==> config.mk <==
export PLATFORM = sky130hd
export DESIGN_NAME = value_spec_tracker_flat
export DESIGN_NICKNAME = d
export VERILOG_FILES = /design/src/rtl/mips_core_pkg.sv /design/src/rtl/value_spec_tracker_if.sv /design/src/rtl/value_spec_tracker_spec_fifo.sv /design/src/rtl/value_spec_tracker.sv /design/src/flat_wrapper.sv
export SDC_FILE = /design/constraint.sdc
export NUM_CORES = 1
export LEC_CHECK = 0
export ABC_AREA = 1
export BUFFER_PORTS_ARGS = -buffer_cell sky130_fd_sc_hd__buf_2
export CAP_MARGIN = 10
export CORE_MARGIN = 2
export CORE_UTILIZATION = 60
export CTS_CLUSTER_DIAMETER = 200
export DETAILED_ROUTE_END_ITERATION = 8
export GPL_ROUTABILITY_DRIVEN = 1
export HOLD_SLACK_MARGIN = 0.15
export PLACE_DENSITY = 0.8
export SYNTH_ARGS = -nofsm -noshare
export SYNTH_HDL_FRONTEND = slang
export SYNTH_SLANG_ARGS = --single-unit
==> constraint.sdc <==
create_clock -name clk -period 13.35 [get_ports clk]
set_clock_uncertainty 0.05 [all_clocks]
set_input_delay 1.335 -clock clk [delete_from_list [all_inputs] [get_ports clk]]
set_output_delay 1.335 -clock clk [all_outputs]
set_load 0.01 [all_outputs]
==> src/rtl/mips_core_pkg.sv <==
// Shared types for the MIPS core: speculation tracker states and the
// default FIFO entry layout for 32-bit builds.
package mips_core_pkg;

  localparam int SPEC_ADDR_W = 32;
  localparam int SPEC_DATA_W = 32;

  typedef enum logic [1:0] {
    IDLE,
    SPEC,
    RECOVER
  } spec_state_t;

  typedef struct packed {
    logic [SPEC_ADDR_W-1:0] pc;
    logic [SPEC_ADDR_W-1:0] addr;
    logic [SPEC_DATA_W-1:0] pred;
  } spec_entry_t;

endpackage

==> src/rtl/value_spec_tracker_if.sv <==
// MEM/D-cache side signals of the load-value speculation tracker.
// The pipeline side is the master; the tracker is the slave.
interface value_spec_tracker_if #(
  parameter int DATA_WIDTH = 32,
  parameter int ADDR_WIDTH = 32,
  parameter int DEPTH      = 4,
  parameter int CNT_W      = 16
);

  localparam int OCC_W = $clog2(DEPTH + 1);

  logic                  miss_valid;
  logic [ADDR_WIDTH-1:0] miss_pc;
  logic [ADDR_WIDTH-1:0] miss_addr;
  logic                  pred_valid;
  logic [DATA_WIDTH-1:0] pred_data;
  logic                  mem_store;
  logic                  fill_valid;
  logic [ADDR_WIDTH-1:0] fill_addr;
  logic [DATA_WIDTH-1:0] fill_data;

  logic                  use_pred;
  logic                  spec_stall;
  logic                  snapshot_take;
  logic                  snapshot_restore;
  logic                  load_pc_we;
  logic [ADDR_WIDTH-1:0] load_pc;
  logic                  flush_all;
  logic                  spec_active;
  logic [OCC_W-1:0]      occupancy;
  logic                  train_valid;
  logic [ADDR_WIDTH-1:0] train_pc;
  logic [DATA_WIDTH-1:0] train_data;
  logic [CNT_W-1:0]      cnt_correct;
  logic [CNT_W-1:0]      cnt_wrong;
  logic                  proto_err;

  modport master (
    output miss_valid, miss_pc, miss_addr, pred_valid, pred_data,
           mem_store, fill_valid, fill_addr, fill_data,
    input  use_pred, spec_stall, snapshot_take, snapshot_restore,
           load_pc_we, load_pc, flush_all, spec_active, occupancy,
           train_valid, train_pc, train_data, cnt_correct, cnt_wrong,
           proto_err
  );

  modport slave (
    input  miss_valid, miss_pc, miss_addr, pred_valid, pred_data,
           mem_store, fill_valid, fill_addr, fill_data,
    output use_pred, spec_stall, snapshot_take, snapshot_restore,
           load_pc_we, load_pc, flush_all, spec_active, occupancy,
           train_valid, train_pc, train_data, cnt_correct, cnt_wrong,
           proto_err
  );

endinterface

==> src/rtl/value_spec_tracker_spec_fifo.sv <==
// Circular buffer of outstanding predicted loads, oldest at the head.
// Pointers wrap modulo DEPTH so non-power-of-two depths work.
module spec_fifo
  import mips_core_pkg::*;
#(
  parameter int  DEPTH   = 4,
  parameter type entry_t = spec_entry_t
) (
  input  logic                         clk,
  input  logic                         rst_n,
  input  logic                         push_i,
  input  logic                         pop_i,
  input  logic                         clear_i,
  input  entry_t                       data_i,
  output entry_t                       head_o,
  output logic                         full_o,
  output logic                         empty_o,
  output logic [$clog2(DEPTH+1)-1:0]   count_o
);

  localparam int PTR_W = (DEPTH > 1) ? $clog2(DEPTH) : 1;
  localparam int OCC_W = $clog2(DEPTH + 1);

  entry_t           mem_q [DEPTH];
  logic [PTR_W-1:0] wrPtr_q, wrPtr_d;
  logic [PTR_W-1:0] rdPtr_q, rdPtr_d;
  logic [OCC_W-1:0] count_q, count_d;
  logic             doPush, doPop;

  function automatic logic [PTR_W-1:0] ptrInc(input logic [PTR_W-1:0] p);
    return (p == PTR_W'(DEPTH - 1)) ? '0 : p + PTR_W'(1);
  endfunction

  assign empty_o = (count_q == '0);
  assign full_o  = (count_q == OCC_W'(DEPTH));
  assign doPop   = pop_i & ~empty_o;
  assign doPush  = push_i & (~full_o | doPop);
  assign head_o  = mem_q[rdPtr_q];
  assign count_o = count_q;

  // A clear wins over any push or pop issued in the same cycle.
  always_comb begin
    wrPtr_d = wrPtr_q;
    rdPtr_d = rdPtr_q;
    count_d = count_q;
    if (clear_i) begin
      wrPtr_d = '0;
      rdPtr_d = '0;
      count_d = '0;
    end else begin
      if (doPush) wrPtr_d = ptrInc(wrPtr_q);
      if (doPop)  rdPtr_d = ptrInc(rdPtr_q);
      count_d = count_q + OCC_W'(doPush) - OCC_W'(doPop);
    end
  end

  always_ff @(posedge clk or negedge rst_n) begin
    if (!rst_n) begin
      wrPtr_q <= '0;
      rdPtr_q <= '0;
      count_q <= '0;
    end else begin
      wrPtr_q <= wrPtr_d;
      rdPtr_q <= rdPtr_d;
      count_q <= count_d;
    end
  end

  always_ff @(posedge clk) begin
    if (doPush && !clear_i) mem_q[wrPtr_q] <= data_i;
  end

endmodule

==> src/rtl/value_spec_tracker.sv <==
// Load-value speculation controller: lets up to DEPTH predicted misses run
// ahead, verifies fills in order and drives restore/redirect/flush on a miss.
module value_spec_tracker
  import mips_core_pkg::*;
#(
  parameter int DATA_WIDTH   = 32,
  parameter int ADDR_WIDTH   = 32,
  parameter int DEPTH        = 4,
  parameter int FLUSH_CYCLES = 2,
  parameter int CNT_W        = 16
) (
  input  logic                clk,
  input  logic                rst_n,
  value_spec_tracker_if.slave bus
);

  localparam int OCC_W = $clog2(DEPTH + 1);
  localparam int FC_W  = (FLUSH_CYCLES > 1) ? $clog2(FLUSH_CYCLES) : 1;

  typedef struct packed {
    logic [ADDR_WIDTH-1:0] pc;
    logic [ADDR_WIDTH-1:0] addr;
    logic [DATA_WIDTH-1:0] pred;
  } entry_t;

  spec_state_t           state_q, state_d;
  logic [FC_W-1:0]       flushCnt_q, flushCnt_d;
  logic                  restorePend_q, restorePend_d;
  logic [ADDR_WIDTH-1:0] loadPc_q, loadPc_d;
  logic [CNT_W-1:0]      cntCorrect_q, cntCorrect_d;
  logic [CNT_W-1:0]      cntWrong_q, cntWrong_d;
  logic                  protoErr_q, protoErr_d;

  entry_t                head, pushEntry;
  logic                  full, empty;
  logic [OCC_W-1:0]      count, countNext;
  logic                  inRecover, pop, push, addrMatch, dataMatch, mispredict;

  assign inRecover  = (state_q == RECOVER);
  assign pop        = bus.fill_valid & ~empty & ~inRecover;
  assign addrMatch  = (bus.fill_addr == head.addr);
  assign dataMatch  = (bus.fill_data == head.pred);
  assign mispredict = pop & ~(addrMatch & dataMatch);
  assign push       = bus.miss_valid & bus.pred_valid & (~full | pop) &
                      ~inRecover & ~mispredict;
  assign countNext  = count + OCC_W'(push) - OCC_W'(pop);
  assign pushEntry  = '{pc: bus.miss_pc, addr: bus.miss_addr, pred: bus.pred_data};

  spec_fifo #(
    .DEPTH   (DEPTH),
    .entry_t (entry_t)
  ) uFifo (
    .clk     (clk),
    .rst_n   (rst_n),
    .push_i  (push),
    .pop_i   (pop),
    .clear_i (mispredict),
    .data_i  (pushEntry),
    .head_o  (head),
    .full_o  (full),
    .empty_o (empty),
    .count_o (count)
  );

  // A mismatch latches the load's PC and arms a one-cycle restore/redirect.
  always_comb begin
    state_d       = state_q;
    flushCnt_d    = flushCnt_q;
    restorePend_d = 1'b0;
    loadPc_d      = loadPc_q;
    cntCorrect_d  = cntCorrect_q;
    cntWrong_d    = cntWrong_q;
    protoErr_d    = protoErr_q | (pop & ~addrMatch);
    if (pop && !mispredict && cntCorrect_q != '1) cntCorrect_d = cntCorrect_q + CNT_W'(1);
    if (mispredict && cntWrong_q != '1) cntWrong_d = cntWrong_q + CNT_W'(1);
    unique case (state_q)
      IDLE, SPEC: begin
        if (mispredict) begin
          state_d       = RECOVER;
          flushCnt_d    = FC_W'(FLUSH_CYCLES - 1);
          restorePend_d = 1'b1;
          loadPc_d      = head.pc;
        end else begin
          state_d = (countNext != '0) ? SPEC : IDLE;
        end
      end
      RECOVER: begin
        if (flushCnt_q == '0) state_d = IDLE;
        else flushCnt_d = flushCnt_q - FC_W'(1);
      end
      default: state_d = IDLE;
    endcase
  end

  always_ff @(posedge clk or negedge rst_n) begin
    if (!rst_n) begin
      state_q       <= IDLE;
      flushCnt_q    <= '0;
      restorePend_q <= 1'b0;
      loadPc_q      <= '0;
      cntCorrect_q  <= '0;
      cntWrong_q    <= '0;
      protoErr_q    <= 1'b0;
    end else begin
      state_q       <= state_d;
      flushCnt_q    <= flushCnt_d;
      restorePend_q <= restorePend_d;
      loadPc_q      <= loadPc_d;
      cntCorrect_q  <= cntCorrect_d;
      cntWrong_q    <= cntWrong_d;
      protoErr_q    <= protoErr_d;
    end
  end

  assign bus.use_pred         = push;
  assign bus.snapshot_take    = push & empty;
  assign bus.spec_stall       = inRecover |
                                (bus.miss_valid & ~bus.pred_valid & ~empty) |
                                (bus.miss_valid & bus.pred_valid & full & ~pop) |
                                (bus.mem_store & ~empty);
  assign bus.snapshot_restore = restorePend_q;
  assign bus.load_pc_we       = restorePend_q;
  assign bus.load_pc          = loadPc_q;
  assign bus.flush_all        = inRecover;
  assign bus.spec_active      = ~empty;
  assign bus.occupancy        = count;
  assign bus.train_valid      = pop;
  assign bus.train_pc         = pop ? head.pc : '0;
  assign bus.train_data       = pop ? bus.fill_data : '0;
  assign bus.cnt_correct      = cntCorrect_q;
  assign bus.cnt_wrong        = cntWrong_q;
  assign bus.proto_err        = protoErr_q;

endmodule

==> src/flat_wrapper.sv <==
// flat-port wrapper written by rule: the top's interface ports become plain ports
module value_spec_tracker_flat import mips_core_pkg::*;
#(
  parameter int DATA_WIDTH   = 32,
  parameter int ADDR_WIDTH   = 32,
  parameter int DEPTH        = 4,
  parameter int FLUSH_CYCLES = 2,
  parameter int CNT_W        = 16
)
  (clk, rst_n, bus_miss_valid, bus_miss_pc, bus_miss_addr, bus_pred_valid, bus_pred_data, bus_mem_store, bus_fill_valid, bus_fill_addr, bus_fill_data, bus_use_pred, bus_spec_stall, bus_snapshot_take, bus_snapshot_restore, bus_load_pc_we, bus_load_pc, bus_flush_all, bus_spec_active, bus_occupancy, bus_train_valid, bus_train_pc, bus_train_data, bus_cnt_correct, bus_cnt_wrong, bus_proto_err);
  value_spec_tracker_if #(.DATA_WIDTH(DATA_WIDTH), .ADDR_WIDTH(ADDR_WIDTH), .DEPTH(DEPTH), .CNT_W(CNT_W)) bus_i ();
  input  logic clk;
  input  logic rst_n;
  input wire logic [$bits(bus_i.miss_valid)-1:0] bus_miss_valid;
  input wire logic [$bits(bus_i.miss_pc)-1:0] bus_miss_pc;
  input wire logic [$bits(bus_i.miss_addr)-1:0] bus_miss_addr;
  input wire logic [$bits(bus_i.pred_valid)-1:0] bus_pred_valid;
  input wire logic [$bits(bus_i.pred_data)-1:0] bus_pred_data;
  input wire logic [$bits(bus_i.mem_store)-1:0] bus_mem_store;
  input wire logic [$bits(bus_i.fill_valid)-1:0] bus_fill_valid;
  input wire logic [$bits(bus_i.fill_addr)-1:0] bus_fill_addr;
  input wire logic [$bits(bus_i.fill_data)-1:0] bus_fill_data;
  output wire logic [$bits(bus_i.use_pred)-1:0] bus_use_pred;
  output wire logic [$bits(bus_i.spec_stall)-1:0] bus_spec_stall;
  output wire logic [$bits(bus_i.snapshot_take)-1:0] bus_snapshot_take;
  output wire logic [$bits(bus_i.snapshot_restore)-1:0] bus_snapshot_restore;
  output wire logic [$bits(bus_i.load_pc_we)-1:0] bus_load_pc_we;
  output wire logic [$bits(bus_i.load_pc)-1:0] bus_load_pc;
  output wire logic [$bits(bus_i.flush_all)-1:0] bus_flush_all;
  output wire logic [$bits(bus_i.spec_active)-1:0] bus_spec_active;
  output wire logic [$bits(bus_i.occupancy)-1:0] bus_occupancy;
  output wire logic [$bits(bus_i.train_valid)-1:0] bus_train_valid;
  output wire logic [$bits(bus_i.train_pc)-1:0] bus_train_pc;
  output wire logic [$bits(bus_i.train_data)-1:0] bus_train_data;
  output wire logic [$bits(bus_i.cnt_correct)-1:0] bus_cnt_correct;
  output wire logic [$bits(bus_i.cnt_wrong)-1:0] bus_cnt_wrong;
  output wire logic [$bits(bus_i.proto_err)-1:0] bus_proto_err;
  assign bus_i.miss_valid = bus_miss_valid;
  assign bus_i.miss_pc = bus_miss_pc;
  assign bus_i.miss_addr = bus_miss_addr;
  assign bus_i.pred_valid = bus_pred_valid;
  assign bus_i.pred_data = bus_pred_data;
  assign bus_i.mem_store = bus_mem_store;
  assign bus_i.fill_valid = bus_fill_valid;
  assign bus_i.fill_addr = bus_fill_addr;
  assign bus_i.fill_data = bus_fill_data;
  assign bus_use_pred = bus_i.use_pred;
  assign bus_spec_stall = bus_i.spec_stall;
  assign bus_snapshot_take = bus_i.snapshot_take;
  assign bus_snapshot_restore = bus_i.snapshot_restore;
  assign bus_load_pc_we = bus_i.load_pc_we;
  assign bus_load_pc = bus_i.load_pc;
  assign bus_flush_all = bus_i.flush_all;
  assign bus_spec_active = bus_i.spec_active;
  assign bus_occupancy = bus_i.occupancy;
  assign bus_train_valid = bus_i.train_valid;
  assign bus_train_pc = bus_i.train_pc;
  assign bus_train_data = bus_i.train_data;
  assign bus_cnt_correct = bus_i.cnt_correct;
  assign bus_cnt_wrong = bus_i.cnt_wrong;
  assign bus_proto_err = bus_i.proto_err;
  value_spec_tracker #(.DATA_WIDTH(DATA_WIDTH), .ADDR_WIDTH(ADDR_WIDTH), .DEPTH(DEPTH), .FLUSH_CYCLES(FLUSH_CYCLES), .CNT_W(CNT_W)) u_core (.clk(clk), .rst_n(rst_n), .bus(bus_i));
endmodule
# Word level (Yosys, flattened, before mapping)
# Memories as Yosys holds them, arrays and structs flattened.
# Index checks and enable logic that the tools add are counted.
dict set report op_classes {
  eq_ne 11
  n_addsub 9
  n_reduce_logical 14
  bitwise 31
  mux 20
}
# op count
set ops {}
lappend ops {{$eq A32 B32 Y1} 2}
lappend ops {{$mux W32} 2}
lappend ops {{$add A16 B1 Y16 const B} 2}
lappend ops {{$ne A16 B16 Y1 const B} 2}
lappend ops {{$and A1 B1 Y1} 17}
lappend ops {{$mux W2} 8}
lappend ops {{$not A1 Y1} 8}
lappend ops {{$mux W1} 7}
lappend ops {{$add A3 B1 Y3} 2}
lappend ops {{$eq A2 B2 Y1 const B} 3}
lappend ops {{$or A1 B1 Y1} 6}
lappend ops {{$reduce_bool A2 Y1} 3}
lappend ops {{$sub A3 B1 Y3} 2}
lappend ops {{$add A2 B1 Y2 const B} 2}
lappend ops {{$logic_and A1 B1 Y1} 4}
lappend ops {{$pmux W2 S2} 1}
lappend ops {{$reduce_and A2 Y1} 2}
lappend ops {{$eq A3 B3 Y1 const B} 1}
lappend ops {{$logic_not A3 Y1} 1}
lappend ops {{$mux W3} 1}
lappend ops {{$reduce_bool A3 Y1} 1}
lappend ops {{$eq A2 B1 Y1 const B} 1}
lappend ops {{$logic_not A2 Y1} 1}
lappend ops {{$ne A2 B1 Y1 const B} 1}
lappend ops {{5 further kinds} 5}
dict set report word_totals {
  in_bits 166
  mem_bits_rw 384
  register_bits 76
  n_memories 1
  output_inout_bits 140
}
# name depth word_bits read_ports rd_clocked_by_memory_dff wr line
set mem_list {}
lappend mem_list {u_core.uFifo.mem_q 4 96 1 0 1 value_spec_tracker_spec_fifo.sv:24} ;# entry_t mem_q [DEPTH];

# Depth between registers and ports, before layout
# Gate-level depths: netlist of run 1.
dict set report logic_depth {
  depth_word 14
  depth_mapped 25
  depth_no_buf 23
}

# Modules after synthesis
# A second synthesis of run 1 with hierarchy kept.
dict set report unflattened {
  hier_cells 1869
  hier_area_um2 20080.5
}
# mod seq_area_each_um2 instances cells_each area_per_inst_um2
set by_module_without_submodules {}
lappend by_module_without_submodules {spec_fifo 11706.2 1 991 14739.1}
lappend by_module_without_submodules {value_spec_tracker 1726.7 1 878 5341.4}

# Least setup slack after synthesis of run 1
# No wires, ideal clock.
dict set report synth_path {
  kind {input to register}
  start {in bus_fill_data[26]}
  end {mem u_core.uFifo.mem_q[0][0] (netlist bit), enable pin}
  stages 12
  arrival_ns 6.325
  path_buffers 0
  t_required_ns 12.748
  path_slack_ns 6.423
  cell_sequence {inv_1 -> nand3_1 -> nand2_1 -> nor2_1 -> nand2_1 -> nor2_1 -> nand2_1 -> nor2_2 -> nand2_4 -> nand2_2 -> nand2_2 -> nor2_1}
}
dict set report synth_via {
  elab_chain_len 10
  elab_cells_between_ends 11
}
# element line
set synth_lines {}
lappend synth_lines {{from (decl)} flat_wrapper.sv:22} ;# input wire logic [$bits(bus_i.fill_data)-1:0] bus_fill_data;
lappend synth_lines {{$eq A32 B32 Y1 (*)} value_spec_tracker.sv:42} ;# assign dataMatch = (bus.fill_data == head.pred);
lappend synth_lines {{$and A1 B1 Y1 (*)} value_spec_tracker.sv:43} ;# assign mispredict = pop & ~(addrMatch & dataMatch);
lappend synth_lines {{$not A1 Y1 (*)} value_spec_tracker.sv:43}
lappend synth_lines {{$and A1 B1 Y1 (*)} value_spec_tracker.sv:43}
lappend synth_lines {{$not A1 Y1} value_spec_tracker.sv:45} ;# ~inRecover & ~mispredict;
lappend synth_lines {{$and A1 B1 Y1} value_spec_tracker.sv:45}
lappend synth_lines {{$and A1 B1 Y1} value_spec_tracker_spec_fifo.sv:37} ;# assign doPush = push_i & (~full_o | doPop);
lappend synth_lines {{$logic_and A1 B1 Y1 (*)} value_spec_tracker_spec_fifo.sv:70} ;# if (doPush && !clear_i) mem_q[wrPtr_q] <= data_i;
lappend synth_lines {{$mux W1 (*)} value_spec_tracker_spec_fifo.sv:70}
lappend synth_lines {{$mux W1 (not written as such) (*)} value_spec_tracker_spec_fifo.sv:70}
lappend synth_lines {{to (decl)} value_spec_tracker_spec_fifo.sv:24}
# Every way passes the cells marked *; elsewhere a longest branch is shown, timed or not.

# Worst setup path after layout of run 1
dict set report layout_path {
  start {reg u_core.uFifo.rdPtr_q[0]}
  end {out bus_snapshot_take}
}
dict set report layout_via {
  elab_chain_len 8
  elab_cells_between_ends 9
}
# element line
set layout_lines {}
lappend layout_lines {{from (decl)} value_spec_tracker_spec_fifo.sv:26} ;# logic [PTR_W-1:0] rdPtr_q, rdPtr_d;
lappend layout_lines {{from (signal assigned)} value_spec_tracker_spec_fifo.sv:64} ;# rdPtr_q <= rdPtr_d;
lappend layout_lines {{$mem_v2 Z4 W96 (*)} -}
lappend layout_lines {{$eq A32 B32 Y1 (on tied branches)} {value_spec_tracker.sv:41, value_spec_tracker.sv:42}}
lappend layout_lines {{$and A1 B1 Y1 (*)} value_spec_tracker.sv:43}
lappend layout_lines {{$not A1 Y1 (*)} value_spec_tracker.sv:43}
lappend layout_lines {{$and A1 B1 Y1 (*)} value_spec_tracker.sv:43}
lappend layout_lines {{$not A1 Y1 (*)} value_spec_tracker.sv:45}
lappend layout_lines {{$and A1 B1 Y1 (*)} value_spec_tracker.sv:45}
lappend layout_lines {{$and A1 B1 Y1 (*)} value_spec_tracker.sv:116} ;# assign bus.snapshot_take = push & empty;
lappend layout_lines {{to (decl)} flat_wrapper.sv:25} ;# output wire logic [$bits(bus_i.snapshot_take)-1:0] bus_snapshot_take;
# Marked as above.

==> key figures, run 1 <==
Pwr
  – Max VDD drop: 0.0001393 V
  – Net Sw Frac: 28.32%
  – Gate power share: 18.7%
  – Psw: 0.001060 W
  – P_int: 0.002682 W
  – Leak: 10.25 nW
  – Sequential share of power: 47.8%
  – Power per cell area: 159.6 mW/mm^2
  – Tot Pwr: 0.003742 W
  – Clk pwr share: 33.5%

Drt
  – Via density per instance: 5.629
  – DRC Markers: 0
  – Routed met1 length: 19,310 um
  – 1st-iter DRT viols: 1,447
  – WL final: 49,710 um
  – Max layer used: met5
  – Number of routed nets with antenna violations: 0
  – Per-cell routed wire length: 18.33 um
  – Met3 wire length: 4073 um
  – 1st-pass router iterations: 5
  – Routed wl met2: 24,540 um
  – Vias: 15,266

Die
  – Die Ht: 187.3 um
  – Die Wd: 187.3 um
  – # IOs: 306
  – Initial Util: 60.58%
  – Row count: 67
  – Core area: 0.03328 sq mm
  – Die area: 0.03508 sq mm

Setup path
  – Crit path DAT: 5.56 ns
  – Worst Setup SP: u_core.uFifo.rdPtr_q[0]$_DFFE_PN0P_
  – CP max stage delay: 0.85 ns
  – Critical R2R Launch: u_core.uFifo.rdPtr_q[0]$_DFFE_PN0P_
  – Crit path kind: flop to output pin
  – CP cell instances: inv_6, buf_4, nand2_1, nand3_1, nand2_1, nand2_1, nand2_1, nor2_1, nand2_1, nor2_1, nand2_1, nor2_2, nand2_4, nand2_2, nand2_2, nor2_1, buf_2
  – Critical R2R Capture: u_core.uFifo.mem_q[1][55]$_DFFE_PP_
  – Most used cell, CP: nand2_1
  – FF-to-FF path depth: 17
  – Critical Path Fanout Max: 114
  – Startpoint types: flop
  – R2r setup slk: 6.49 ns
  – Worst path required time: 11.97 ns
  – Slowest stage cell on the critical path: dfrtp_4
  – Crit. End Element: output pin

Global routing
  – Largest net degree at the start of global routing: 115
  – Vias in the first global route: 14,543
  – First-pass GRT wire length: 76,810 um
  – Gr ovfl total: 0
  – Tot GR Track Use: 27.94%
  – Initial antenna violation count: 21

Timing
  – Measured slew at the worst slew-check pin: 1.142 ns
  – # setup viols final: 0
  – Relative slew slack: 23.38%
  – RSZ-0062 raised after global routing: false
  – Final hold violations: 0
  – Tmin final: 6.944 ns
  – Max-slew violation count: 0
  – Fmax: 144.0 MHz
  – Setup TNS Final: 0 ns
  – Period Utilization, post-route: 52.02%

Clocking
  – Clock root cell: clkbuf_16
  – Clock slew at reported path FFs: 0.06 ns
  – Worst-Skew Late Latency: 0.55 ns
  – CTS tree: yes
  – CTS Buf Count: 46
  – Postcts setup bufs: 0
  – Resized Gates After CTS: 0
  – H-tree depth: 2
  – Hold_buf cts: 0
  – # clock sinks: 460
  – CTS max path bufs: 3

Yosys
  – Synthesized area: 0.02016 sq mm
  – Post-synthesis sequential area ratio: 66.63%
  – Most common cell in the netlist: nand2_1
  – Flops & latches, synth: 460
  – Number of flops mapped to enable cells by yosys: 384
  – Synth top cells by count: nand2_1, edfxtp_1, nand3_1
  – Synth async-reset ratio: 16.52%
  – Syn Area/Cell: 10.41 sq um
  – Post-synth top flop: edfxtp_1
  – Syn Inst Count: 1,937
  – Largest area contributor in the netlist: edfxtp_1
  – Synth area leaders: edfxtp_1, nand2_1, dfrtp_1, nand3_1, nor2_1
  – Ys Warns: 0
  – Yosys cell types: 35
  – Synth top area share: 57.20%
  – Syn nets: 2,116

Finish
  – Ratio of cells with drive above 1 in the final layout: 17.73%
  – Nets: 2,387
  – Area Growth Syn to Fin: 16.29%

Worst hold path
  – Cell depth of the worst hold path: 2
  – Hold Startpoint: u_core.bus.load_pc[1]$_DFFE_PN0P_
  – HP Class: flop to flop
  – Hold EP: u_core.bus.load_pc[1]$_DFFE_PN0P_

Placement
  – PortBufs: 305
  – HPWL after detailed placement: 30,960 um
  – Placer Congestion: 0.8969

Status
  – Status: finished, final reports clean

Flow run
  – Maxcap violations: 0
[flip-flops by register name (all words and copies together) (netlist names)]
| signal | count |
|---|---|
| u_core.uFifo.mem_q | 384 |
| u_core.bus.load_pc | 32 |
| u_core.bus.cnt_correct | 16 |
| u_core.bus.cnt_wrong | 16 |
| u_core.uFifo.count_o | 3 |
| u_core.state_q | 2 |
| u_core.uFifo.rdPtr_q | 2 |
| u_core.uFifo.wrPtr_q | 2 |
| u_core.bus.load_pc_we | 1 |
| u_core.bus.proto_err | 1 |
| u_core.flushCnt_q | 1 |
[cell type report]
class,count,area [sq um]
Clock buffer,63,1275
Antenna cell,19,47.55
Multi-Input combinational cell,1266,5867
Sequential cell,460,13440
Clock inverter,22,195.2
Timing Repair Buffer,316,1612
Inverter,118,450.4
Tap cell,448,560.5
Fill cell,2347,9836
[logic make-up (layout without fill, tap and decap cells)]
kind of cell / Yosys count / count (layout) / synth area share, %
AND/OR/NAND/NOR: 1147 / 1147 / 24.15
flip-flops: 460 / 460 / 66.63
buffers and inverters: 211 / 519 / 4.481
AO/OA/AOI/OAI: 74 / 74 / 2.470
XOR/XNOR: 32 / 32 / 1.390
adder cells (fa/ha/maj): 13 / 13 / 0.8813
other: 0 / 19 / 0
[layout by cell type (no fill, tap or decap), types with 3 or more instances in the layout]
master and count:
clkbuf_8 6, clkinv_2 3, diode_2 19, inv_1 114, clkinv_1 12, nor2_4 5
nor2_1 123, nor3_1 11, nor4_1 5, clkbuf_1 11, nand2_1 718, nand4_1 50
clkbuf_16 46, buf_4 12, inv_6 3, edfxtp_1 384, xnor2_1 6, a32oi_1 32
buf_2 304, bufinv_16 3, ha_1 11, nand3_1 199, dfrtp_1 74, o21ai_0 4
nand3b_1 27, a21oi_1 34, xor2_1 26
[how the worst max path moves through the flow]
stage / end / slack (ns) / cells past startpoint
finish: bus_snapshot_take / 6.41 / 17
global route: bus_snapshot_take / 6.03 / 17
CTS: bus_snapshot_take / 6.47 / 17
detailed placement: u_core.uFifo.mem_q[1][72]$_DFFE_PP_ / 6.59 / 17
global placement: u_core.uFifo.mem_q[1][73]$_DFFE_PP_ / 6.77 / 17
floorplan: u_core.uFifo.mem_q[0][0]$_DFFE_PP_ / 6.42 / 12
[per-stage QoR]
step / instance area, sq um / cells / setup WS, ns / hold WS [ns] / util (%)
2_1_floorplan: 20160 / 1937 / 6.423 / 0.4362 / -
3_3_place_gp: 21930 / 2608 / 6.772 / 0.3991 / 65.89
3_5_place_dp: 21930 / 2608 / 6.590 / 0.4036 / 65.89
4_1_cts: 23400 / 2693 / 6.465 / 0.4190 / 70.30
5_1_grt: 23440 / 2708 / 6.029 / 0.4404 / 70.42
6_report: 23450 / 2712 / 6.406 / 0.4154 / 70.45
[power groups by stage]
stage	clock [W]	combinational [W]	sequential (W)
after floorplan	0	0.000390	0.00185
final	0.00125	0.000700	0.00179
after detailed placement	0	0.000698	0.00182
after CTS	0.00126	0.000701	0.00179
after global placement	0	0.000674	0.00181
after global routing	0.00132	0.000778	0.00180
[critical path: cells and delay by family (launching register included)]
| family | cells | cell delay, ns |
|---|---|---|
| DFF | 1 | 0.85 |
| and+or+nand+nor | 14 | 2.25 |
| buffers and inverters | 3 | 1.74 |
[routing by layer]
layer | up-vias | track usage [%]
li1 | 7136 | -
met1 | 7267 | 36.67
met2 | 737 | 46.50
met3 | 118 | 4.634
met4 | 8 | 12.09
met5 | - | 0
Power figures use the tool's default switching activity.
==> run 2: changes to the inputs <==
--- a/config.mk
+++ b/config.mk
@@ -9,12 +9,12 @@
 export BUFFER_PORTS_ARGS = -buffer_cell sky130_fd_sc_hd__buf_2
 export CAP_MARGIN = 10
 export CORE_MARGIN = 2
-export CORE_UTILIZATION = 60
+export CORE_UTILIZATION = 57
 export CTS_CLUSTER_DIAMETER = 200
 export DETAILED_ROUTE_END_ITERATION = 8
 export GPL_ROUTABILITY_DRIVEN = 1
 export HOLD_SLACK_MARGIN = 0.15
-export PLACE_DENSITY = 0.8
+export PLACE_DENSITY = 0.77
 export SYNTH_ARGS = -nofsm -noshare
 export SYNTH_HDL_FRONTEND = slang
 export SYNTH_SLANG_ARGS = --single-unit
==> constraint.sdc (replaced) <==
create_clock -name clk -period 6.75 [get_ports clk]
set_clock_uncertainty 0.05 [all_clocks]
set_input_delay 0.675 -clock clk [delete_from_list [all_inputs] [get_ports clk]]
set_output_delay 0.675 -clock clk [all_outputs]
set_load 0.01 [all_outputs]
==> run 2 against run 1 <==
Effect of this change:
- cell count is 0.85% higher
- sequential power is 97% higher
- combinational power is 100% higher
- clock-buffer cell count is 1 higher
- critical path depth is 5 higher
- die area is 5.1% higher
- first-iteration DRC count is 28% lower
- sequential share of layout area is 0.40 points lower
- critical path type is now flop to flop
==> key figures, run 2 (synthesis results as in run 1) <==
Setup path
  – Most used cell, CP: nand2_1
  – Crit path kind: flop to flop
  – CP bufs+invs: 2
  – CP max stage delay: 0.87 ns
  – Worst path required time: 7.14 ns
  – CP cell instances: buf_4, nand2_1, nand3_1, nand2_1, nand2_1, nand2_1, nor2_1, nand3_1, nor2_1, nand2_1, nor2_4, nand2_4, nand2_2, nand2_2, ha_1, inv_1, ha_1, fa_1, a211oi_1, o21ai_0, nand2_1, nor2_1
  – Crit. End Element: flop
  – Worst Setup SP: u_core.uFifo.rdPtr_q[0]$_DFFE_PN0P_
  – Slowest stage cell on the critical path: buf_4
  – Critical Path Fanout Max: 91
  – Top Family by Delay on Critical Path: simple AND/OR/NAND/NOR gates
  – Critical R2R Launch: u_core.uFifo.rdPtr_q[0]$_DFFE_PN0P_
  – Crit path DAT: 5.98 ns
  – Startpoint types: flop

Drt
  – Per-cell routed wire length: 18.40 um
  – WL final: 50,320 um
  – 1st-pass router iterations: 8
  – Number of routed nets with antenna violations: 0
  – 1st-iter DRT viols: 1,036
  – Vias: 15,171
  – Via density per instance: 5.547
  – DRC Markers: 0

Pwr
  – Power per cell area: 320.1 mW/mm^2
  – Max VDD drop: 0.0004790 V
  – Leak: 10.32 nW

Finish
  – Ratio of cells with drive above 1 in the final layout: 18.26%
  – Nets: 2,395
  – Fillers: 2,622
  – Most common cell after layout, fill and taps aside: nand2_1
  – Commonest cells after routing, fill and taps aside: nand2_1, edfxtp_1, buf_2
  – Area Growth Syn to Fin: 17.10%
  – Final instance area: 0.02361 sq mm
  – Max reg flops: 384
  – Most flops, register: u_core.uFifo.mem_q

Placement
  – HPWL after detailed placement: 30,560 um
  – PortBufs: 305
  – Placer Congestion: 0.8934
  – Area after DPL: 0.02198 sq mm

Timing
  – Max-slew violation count: 0
  – Fmax: 179.0 MHz
  – Tmin final: 5.586 ns
  – RSZ-0062 raised after global routing: false
  – Final hold violations: 0
  – Period Utilization, post-route: 82.76%
  – Measured slew at the worst slew-check pin: 1.099 ns
  – Relative slew slack: 26.75%
  – Setup TNS Final: 0 ns
  – # setup viols final: 0

Global routing
  – Tot GR Track Use: 27.21%
  – Gr ovfl total: 0
  – Largest net degree at the start of global routing: 143
  – First-pass GRT wire length: 77,360 um
  – Vias in the first global route: 14,555
  – Initial antenna violation count: 22

Flow run
  – Maxcap violations: 0

Clocking
  – Clock root cell: clkbuf_16
  – Clock slew at reported path FFs: 0.06 ns
  – Worst-Skew Late Latency: 0.56 ns
  – CTS Buf Count: 48
  – # clock sinks: 460
  – CTS tree: yes
  – Resized Gates After CTS: 0
  – Postcts setup bufs: 0
  – H-tree depth: 2
  – CTS max path bufs: 3
  – Hold_buf cts: 0

Die
  – Die Ht: 192.1 um
  – Die area: 0.03689 sq mm
  – Die Wd: 192.1 um
  – # IOs: 306
  – Initial Util: 58.08%
  – Core area: 0.03471 sq mm
  – Row count: 68

Worst hold path
  – HP Class: input pin to asynchronous set/reset pin

Status
  – Status: finished, final reports clean
run 2: cell count changes in the layout (fill, tap and decap cells not counted), sizes merged:
cell / before / now
diode: 19 / 24
clkinvlp: 2 / 4
clkbuf: 63 / 64
buf: 316 / 322
bufinv: 3 / 4
clkinv: 16 / 17
run 2: layout make-up:
cell class,instances,area (sq um),share of cell area [%]
Antenna cell,24,60.06,0.2544
Multi-Input combinational cell,1266,5867,24.85
Sequential cell,460,13440,56.92
Tap cell,455,569.3,2.411
Timing Repair Buffer,322,1657,7.017
Clock buffer,64,1323,5.602
Inverter,118,450.4,1.908
Clock inverter,26,245.2,1.039
run 2: metal layers:
metal,track usage [%],routed length (um),up-vias,share of wire [%]
met1,36.20,20500,7239,41
met2,44.18,24170,663,48
li1,-,-,7164,-
met3,5.536,4114,99,8.2
met5,0,41,-,0.081
met4,10.92,1491,6,3.0
run 2: worst paths after layout:
| check | cells after the start | to | slack (ns) |
|---|---|---|---|
| hold / removal | 1 | u_core.bus.cnt_wrong[15]$_DFFE_PN0P_ | 0.24 |
| setup / recovery | 22 | u_core.state_q[0]$_DFFE_PN0P_ | 1.16 |
| max in group asynchronous | 1 | u_core.uFifo.rdPtr_q[0]$_DFFE_PN0P_ | 5.66 |
| min in group clk | 1 | u_core.uFifo.mem_q[1][66]$_DFFE_PP_ | 0.27 |
| setup reg to reg | 22 | u_core.state_q[0]$_DFFE_PN0P_ | 1.16 |
| hold reg to reg | 2 | u_core.bus.load_pc[24]$_DFFE_PN0P_ | 0.42 |
run 2: where the power goes:
group | switching, W | internal [W]
clock network | 0.00107 | 0.00153
logic | 0.000957 | 0.000460
registers | 0.000122 | 0.00341
total | 0.00215 | 0.00541
run 2: metrics by stage:
| stage | utilization (%) | instances | total power (W) | hold WS [ns] | worst slack (ns) |
|---|---|---|---|---|---|
| 6_report | 68.01 | 2735 | 0.007557 | 0.2426 | 1.164 |
| 3_3_place_gp | 63.32 | 2621 | 0.004932 | 0.4000 | 1.531 |
| 4_1_cts | 67.84 | 2711 | 0.007576 | 0.2479 | 1.234 |
| 5_1_grt | 67.92 | 2723 | 0.007876 | 0.2569 | 0.7071 |
| 2_1_floorplan | - | 1937 | 0.004425 | 0.3294 | 0.2186 |
| 3_5_place_dp | 63.32 | 2621 | 0.004987 | 0.4044 | 1.269 |
